==> src/rtl/cond_logic_if.sv <==
// Decode-to-execute control bundle for the condition unit: decoder requests
// and ALU flags in, gated write strobes, flags and perf counters out.
interface cond_logic_if;
   logic        en;
   logic [3:0]  cond;
   logic [3:0]  alu_flags;
   logic [1:0]  flag_w;
   logic        pc_s;
   logic        reg_w;
   logic        mem_w;
   logic        no_write;
   logic        cnt_clr;
   logic        pc_src;
   logic        reg_write;
   logic        mem_write;
   logic        cond_ex;
   logic [3:0]  flags;
   logic [31:0] retired_cnt;
   logic [31:0] skipped_cnt;

   modport master (
      output en, cond, alu_flags, flag_w, pc_s, reg_w, mem_w, no_write, cnt_clr,
      input  pc_src, reg_write, mem_write, cond_ex, flags, retired_cnt, skipped_cnt
   );

   modport slave (
      input  en, cond, alu_flags, flag_w, pc_s, reg_w, mem_w, no_write, cnt_clr,
      output pc_src, reg_write, mem_write, cond_ex, flags, retired_cnt, skipped_cnt
   );
endinterface

==> src/rtl/cond_logic.sv <==
// ARM-style conditional execution unit: evaluates the condition field
// against the registered NZCV flags, gates the decoder write requests,
// updates the flags and keeps retired/skipped instruction counters.
module cond_logic (
   input logic         clk,
   input logic         reset_n,
   cond_logic_if.slave bus
);
   logic [3:0]  r_flags;
   logic [31:0] r_retired;
   logic [31:0] r_skipped;
   logic        w_n, w_z, w_c, w_v;
   logic        w_cond_ex;
   logic        w_exec;

   assign {w_n, w_z, w_c, w_v} = r_flags;

   // Condition decode; looks only at the registered flags, so a flag write
   // becomes visible one cycle after its edge.
   always_comb begin
      w_cond_ex = 1'b0;
      case (bus.cond)
         4'b0000: w_cond_ex = w_z;
         4'b0001: w_cond_ex = ~w_z;
         4'b0010: w_cond_ex = w_c;
         4'b0011: w_cond_ex = ~w_c;
         4'b0100: w_cond_ex = w_n;
         4'b0101: w_cond_ex = ~w_n;
         4'b0110: w_cond_ex = w_v;
         4'b0111: w_cond_ex = ~w_v;
         4'b1000: w_cond_ex = ~w_z & w_c;
         4'b1001: w_cond_ex = w_z | ~w_c;
         4'b1010: w_cond_ex = (w_n == w_v);
         4'b1011: w_cond_ex = (w_n != w_v);
         4'b1100: w_cond_ex = ~w_z & (w_n == w_v);
         4'b1101: w_cond_ex = w_z | (w_n != w_v);
         4'b1110: w_cond_ex = 1'b1;
         default: w_cond_ex = 1'b0;
      endcase
   end

   assign w_exec = bus.en & w_cond_ex;

   // Flag register: each half written independently, only by an executed instruction.
   always_ff @(posedge clk or negedge reset_n) begin
      if (!reset_n) begin
         r_flags <= 4'b0000;
      end else if (w_exec) begin
         if (bus.flag_w[1]) r_flags[3:2] <= bus.alu_flags[3:2];
         if (bus.flag_w[0]) r_flags[1:0] <= bus.alu_flags[1:0];
      end
   end

   // Perf counters: clear wins; otherwise exactly one counter steps per enabled cycle.
   always_ff @(posedge clk or negedge reset_n) begin
      if (!reset_n) begin
         r_retired <= 32'd0;
         r_skipped <= 32'd0;
      end else if (bus.cnt_clr) begin
         r_retired <= 32'd0;
         r_skipped <= 32'd0;
      end else if (w_exec) begin
         r_retired <= r_retired + 32'd1;
      end else if (bus.en) begin
         r_skipped <= r_skipped + 32'd1;
      end
   end

   assign bus.cond_ex     = w_cond_ex;
   assign bus.pc_src      = w_exec & bus.pc_s;
   assign bus.mem_write   = w_exec & bus.mem_w;
   assign bus.reg_write   = w_exec & bus.reg_w & ~bus.no_write;
   assign bus.flags       = r_flags;
   assign bus.retired_cnt = r_retired;
   assign bus.skipped_cnt = r_skipped;
endmodule

==> src/flat_wrapper.sv <==
// flat-port wrapper written by rule: the top's interface ports become plain ports
module cond_logic_flat 
  (clk, reset_n, bus_en, bus_cond, bus_alu_flags, bus_flag_w, bus_pc_s, bus_reg_w, bus_mem_w, bus_no_write, bus_cnt_clr, bus_pc_src, bus_reg_write, bus_mem_write, bus_cond_ex, bus_flags, bus_retired_cnt, bus_skipped_cnt);
  cond_logic_if bus_i ();
  input logic clk;
  input logic reset_n;
  input wire logic [$bits(bus_i.en)-1:0] bus_en;
  input wire logic [$bits(bus_i.cond)-1:0] bus_cond;
  input wire logic [$bits(bus_i.alu_flags)-1:0] bus_alu_flags;
  input wire logic [$bits(bus_i.flag_w)-1:0] bus_flag_w;
  input wire logic [$bits(bus_i.pc_s)-1:0] bus_pc_s;
  input wire logic [$bits(bus_i.reg_w)-1:0] bus_reg_w;
  input wire logic [$bits(bus_i.mem_w)-1:0] bus_mem_w;
  input wire logic [$bits(bus_i.no_write)-1:0] bus_no_write;
  input wire logic [$bits(bus_i.cnt_clr)-1:0] bus_cnt_clr;
  output wire logic [$bits(bus_i.pc_src)-1:0] bus_pc_src;
  output wire logic [$bits(bus_i.reg_write)-1:0] bus_reg_write;
  output wire logic [$bits(bus_i.mem_write)-1:0] bus_mem_write;
  output wire logic [$bits(bus_i.cond_ex)-1:0] bus_cond_ex;
  output wire logic [$bits(bus_i.flags)-1:0] bus_flags;
  output wire logic [$bits(bus_i.retired_cnt)-1:0] bus_retired_cnt;
  output wire logic [$bits(bus_i.skipped_cnt)-1:0] bus_skipped_cnt;
  assign bus_i.en = bus_en;
  assign bus_i.cond = bus_cond;
  assign bus_i.alu_flags = bus_alu_flags;
  assign bus_i.flag_w = bus_flag_w;
  assign bus_i.pc_s = bus_pc_s;
  assign bus_i.reg_w = bus_reg_w;
  assign bus_i.mem_w = bus_mem_w;
  assign bus_i.no_write = bus_no_write;
  assign bus_i.cnt_clr = bus_cnt_clr;
  assign bus_pc_src = bus_i.pc_src;
  assign bus_reg_write = bus_i.reg_write;
  assign bus_mem_write = bus_i.mem_write;
  assign bus_cond_ex = bus_i.cond_ex;
  assign bus_flags = bus_i.flags;
  assign bus_retired_cnt = bus_i.retired_cnt;
  assign bus_skipped_cnt = bus_i.skipped_cnt;
  cond_logic u_core (.clk(clk), .reset_n(reset_n), .bus(bus_i));
endmodule
==> config.mk <==
export PLATFORM = sky130hd
export DESIGN_NAME = cond_logic_flat
export DESIGN_NICKNAME = d
export VERILOG_FILES = /design/src/rtl/cond_logic_if.sv /design/src/rtl/cond_logic.sv /design/src/flat_wrapper.sv
export SDC_FILE = /design/constraint.sdc
export NUM_CORES = 1
export LEC_CHECK = 0
export ABC_AREA = 1
export BUFFER_PORTS_ARGS = -buffer_cell sky130_fd_sc_hd__buf_2
export CAP_MARGIN = 20
export CORE_AREA = 2 2 105 107
export CTS_BUF_LIST = sky130_fd_sc_hd__clkbuf_16
export CTS_CLUSTER_DIAMETER = 50
export DETAILED_ROUTE_END_ITERATION = 6
export DIE_AREA = 0 0 107 109
export PLACE_DENSITY = 0.8
export SLEW_MARGIN = 20
export SYNTH_ARGS = -nofsm -noshare
export SYNTH_HDL_FRONTEND = slang
export SYNTH_SLANG_ARGS = --single-unit
==> constraint.sdc <==
create_clock -name clk -period 2.2 [get_ports clk]
set_input_delay 0.22 -clock clk [delete_from_list [all_inputs] [get_ports clk]]
set_output_delay 0.22 -clock clk [all_outputs]
set_load 0.03 [all_outputs]
Word level (Yosys, flattened, before mapping)
Cells that the tools add are included.
- register bits after elaboration: 68
- output and inout port bits: 72
- bits of input ports: 18
- logic and storage cells: 49
- reductions and logical operators: 6
- multiplexer cells: 6
- add/sub/neg operators: 2
- bitwise logic cells: 14
- equal/unequal tests: 17
- operator list (operator ; count):
    32-bit 2-to-1 mux ; 5
    32-bit by 1-bit adder with 32-bit output (second input constant) ; 2
    4-bit == test (second input constant) ; 7
    4-bit by 3-bit == test with 1-bit output (second input constant) ; 4
    1-bit one-hot mux with 15 select lines ; 1
    4-bit by 2-bit == test with 1-bit output (second input constant) ; 2
    1-bit AND ; 7
    2-bit AND reduction ; 3
    1-bit inverter ; 5
    4-bit by 1-bit == test with 1-bit output (second input constant) ; 1
    4-bit logical NOT ; 1
    2-bit nonzero test ; 2
    2-bit inequality test (second input constant) ; 1
    1-bit bitwise OR ; 2
    1-bit == test ; 1
    1-bit inequality test ; 1

Depth between registers and ports, before layout
- word-level depth: 6
- mapped depth: 12
- mapped depth without buffers: 11

Least setup slack after synthesis
OpenSTA, ideal clock, no wires.
- kind: reg2out
- start: register u_core.r_flags[0] (netlist: u_core.bus.flags[0])
- end: output bus_reg_write
- buffers on the path: 1
- slack: 0.168 ns
- data arrival time: 1.812 ns
- stages on the path, launching flop included: 12
- required time: 1.980 ns
- cells stage by stage: dfrtp_1 -> inv_1 -> nand2_1 -> nand3_1 -> nand2_1 -> nand2_1 -> nand2_1 -> nor2_2 -> nand2_2 -> buf_2 -> nand3_1 -> nor2_1
- word-level cells in the longest chain between the ends: 6
- elaborated cells on any way between the ends: 9
- those cells by class: 2 x eq/ne; 1 x mux; 6 x bitwise
- RTL lines (element ; RTL line ; text):
    from (decl) ; cond_logic.sv:9 ; logic [3:0] r_flags;
    from (signal assigned) ; cond_logic.sv:50 ; if (bus.flag_w[0]) r_flags[1:0] <= bus.alu_flags[1:0];
    1-bit inequality test or 1-bit == test (tied branches) ; - ;
    1-bit bitwise OR or 1-bit AND (tied branches) ; cond_logic.sv:36, cond_logic.sv:35 ;
    1-bit one-hot mux with 15 select lines (*) ; cond_logic.sv:22 ; case (bus.cond)
    1-bit AND (*) ; cond_logic.sv:42 ; assign w_exec = bus.en & w_cond_ex;
    1-bit AND (*) (2 in series) ; cond_logic.sv:72 ; assign bus.reg_write = w_exec & bus.reg_w & ~bus.no_write;
    to (decl) ; flat_wrapper.sv:17 ; output wire logic [$bits(bus_i.reg_write)-1:0] bus_reg_write;
Every way passes the cells marked *; elsewhere a longest branch is shown, timed or not.

Worst setup path after layout
- start: register u_core.r_flags[0] (netlist: u_core.bus.flags[0])
- end: output bus_pc_src
- word-level cells in the longest chain between the ends: 5
- elaborated cells on any way between the ends: 8
- those cells by class: 2 x eq/ne; 1 x mux; 5 x bitwise
- RTL lines (element ; RTL line ; text):
    1-bit inequality test or 1-bit == test (tied branches) ; - ;
    1-bit bitwise OR or 1-bit AND (tied branches) ; cond_logic.sv:36, cond_logic.sv:35 ;
    1-bit one-hot mux with 15 select lines (*) ; cond_logic.sv:22 ;
    1-bit AND (*) ; cond_logic.sv:42 ;
    1-bit AND (*) ; cond_logic.sv:70 ; assign bus.pc_src = w_exec & bus.pc_s;
    to (decl) ; flat_wrapper.sv:16 ; output wire logic [$bits(bus_i.pc_src)-1:0] bus_pc_src;
Marks and branches as above.

==> results.ini <==
[synthesis]
synth_top_area_cell=dfrtp_1
synth_nets=862
synth-main-ff-cell=dfrtp_1
ys_seq_elements=68
synth_area_per_cell_um2=6.07
seq_area_frac_synth_pct=33.3
synth.top_cell.area_share_pct=33.3
synth_xor_area_share_pct=4.97
syn-cell-area_um2=5110
synth_top_family_by_area=simple AND/OR/NAND/NOR gates
synth_mux_area_share_pct=0
synth.most_common_cell=nand2_1
synth-adder-area-share_pct=0.489
synthTopCellsByArea=dfrtp_1 (33%), nand2_1 (23%), nand3_1 (11%)
syn_inst=842
synth-edff-count=0
synth-async-reset-ratio_pct=100
ys_types=24
yosys_warnings=0
yosys-top-cells-count=nand2_1 (315), nor2_1 (131), nand3_1 (108), inv_1 (92), dfrtp_1 (68)
synth-simple-area-share_pct=50.6
synth-compound-area-share_pct=0.391

[grt]
grt_max_degree=69
grt_pass1_vias=5221
grt_overflow=0
antenna_found_initial=0
grt_pass1_wl_mm=23.8
track_usage_pct=25.3

[worst_setup_path]
path_cells=inv_1, nand2_1, nand3_1, nand2_1, nand2_1, nand2_1, nor2_4, nand2_4, nand2_8, nor2_1, clkbuf_4
crit_required_ns=1.98
cp-start-kind=flip-flop
crit_path_end_kind=output port
critPathMaxFanout=8
path_class=reg -> out
cpMostUsedCell=nand2_1
slowest_delay_ns=0.43
cpMaxStageDelayCell=dfrtp_2
arrival_ns=1.78

[cts]
cts.sinks=68
cts_tree=done
h-tree-depth=3
cts.clk_slew.worst_paths_ns=0.06
clk_latency_ns=0.34
cts-root-buf=clkbuf_16
cts_buffers=9
cts_buffer_depth=2

[sta]
holdWs_ns=-0.0187
fin_crit_sh_pct=91.1
slew_headroom_pct=41.5
rsz0062_at_grt=false
finalHoldViolations=12
tns_ns=0
fmaxAchievable_ghz=0.499
setup_violations=0
final_max_slew_viol_count=0
fin_crit_ns=2.00
worst_pin_slew_ns=0.878
finalWorstSetupSlack_ns=0.196
skew_ns=0.0111

[pwr]
p_per_area_nw_per_um2=627
vdd_drop_max_mv=0.414
total_power_mw=3.78
p_leak_nw=3.23

[layout]
nets=946
n_antenna_cell=0
area_growth_pct=17.9
drive_above_1_share_pct=14.0
nFillCells=1043

[drt]
num_vias=5473
vias_per_cell=5.11
antenna_left=0
drc_errors=0
dr.pass1.iters=4
wirelength_mm=13.8
wl_per_cell_um=12.9
dr.first_iter.drc_count=363

[die]
ioPinCount=90
start_util_pct=48.2
rows=38
fp.dieH_um=109
coreArea_um2=10600
die_area_um2=11700
dieWidth_um=107

[place]
place_congestion=0.939
pre_cts_slack_ns=0.391
dp_hpwl_mm=9.75
portBuffers=89

[run_status]
status=complete, but fails checks
violations=hold timing

[hold_path]
hp-class=in -> async

[job]
maxCapViolations=0

metal layers:
layer | track usage (%) | vias up | part of all wire, %
li1 | - | 2810 | -
met3 | 5.50 | 28 | 4.7
met2 | 44.1 | 133 | 49
met4 | 8.72 | 0 | 2.4
met1 | 31.0 | 2502 | 44
met5 | 0 | - | 0
report_power, final:
group	internal, mW	total (mW)	switching, mW	leakage, nW
Clock	0.977	1.53	0.556	0.154
Sequential	1.31	1.40	0.0887	0.939
Combinational	0.248	0.848	0.600	2.13
Total	2.54	3.78	1.24	3.23
state kept, by name, summed over array words and instances, names as in the netlist:
name / cells
u_core.bus.flags: 4
u_core.bus.retired_cnt: 32
u_core.bus.skipped_cnt: 32
stage by stage:
stage / utilization, % / cell area, µm² / std cells
final: 56.9 / 6030 / 1070
after global routing: 56.9 / 6030 / 1070
after CTS: 56.2 / 5960 / 1064
after detailed placement: 53.3 / 5650 / 1049
after global placement: 53.3 / 5650 / 1049
after floorplan: - / 5110 / 842
cell usage in the layout, fill, tap and decap left out, drive strengths merged:
| cell type | Yosys | routed |
|---|---|---|
| clkinv | 1 | 3 |
| nor3 | 14 | 14 |
| a21boi | 1 | 1 |
| dfrtp | 68 | 68 |
| bufinv | 0 | 2 |
| inv | 93 | 95 |
| a21oi | 1 | 1 |
| o21bai | 1 | 1 |
| xor2 | 19 | 19 |
| nor2 | 134 | 134 |
| ha | 2 | 2 |
| nand4 | 39 | 39 |
| xnor2 | 10 | 10 |
| nand3 | 109 | 109 |
| clkbuf | 13 | 11 |
| nand2 | 318 | 318 |
| buf | 19 | 103 |
worst max-delay path: cells and delay by family, from the launching register on:
kind	cells	cell delay [ns]
buffers and inverters	2	0.26
and+or+nand+nor	9	0.74
DFF	1	0.43
cells by family after synthesis:
| family | Yosys count |
|---|---|
| and+or+nand+nor | 614 |
| buffers and inverters | 126 |
| DFF | 68 |
| xor gates and xnor gates | 29 |
| AOI/OAI and AO/OA | 3 |
| adders and majority gates | 2 |
final timing paths:
check	endpoint	depth (start not counted)	slack [ns]	start
min in group clk	u_core.bus.flags[3]	3	0.14	bus_alu_flags[3]
hold / removal	u_core.bus.skipped_cnt[18]	1	-0.02	reset_n
max in group asynchronous	u_core.bus.flags[3]	1	1.57	reset_n
setup reg to reg	u_core.bus.retired_cnt[26]	11	0.35	u_core.bus.retired_cnt[0]
hold reg to reg	u_core.bus.flags[0]	2	0.54	u_core.bus.flags[0]
setup / recovery	bus_pc_src	11	0.20	u_core.bus.flags[0]
what timing repair did:
action,CTS,global route
gates resized for setup,0,8
hold buffers,0,0
endpoints found under the hold margin,0,0
buffers inserted,0,6
endpoints found under the setup margin,0,3
area by class of cell:
type,count,area [µm²],share of cell area (%)
multi-input combinational,648,2910,48.2
tap,140,175,2.90
inverter,94,353,5.85
clock inverter,6,81.3,1.35
timing repair buffer,105,586,9.71
sequential,68,1700,28.3
clock buffer,9,225,3.73
Power figures use the tool's default switching activity.
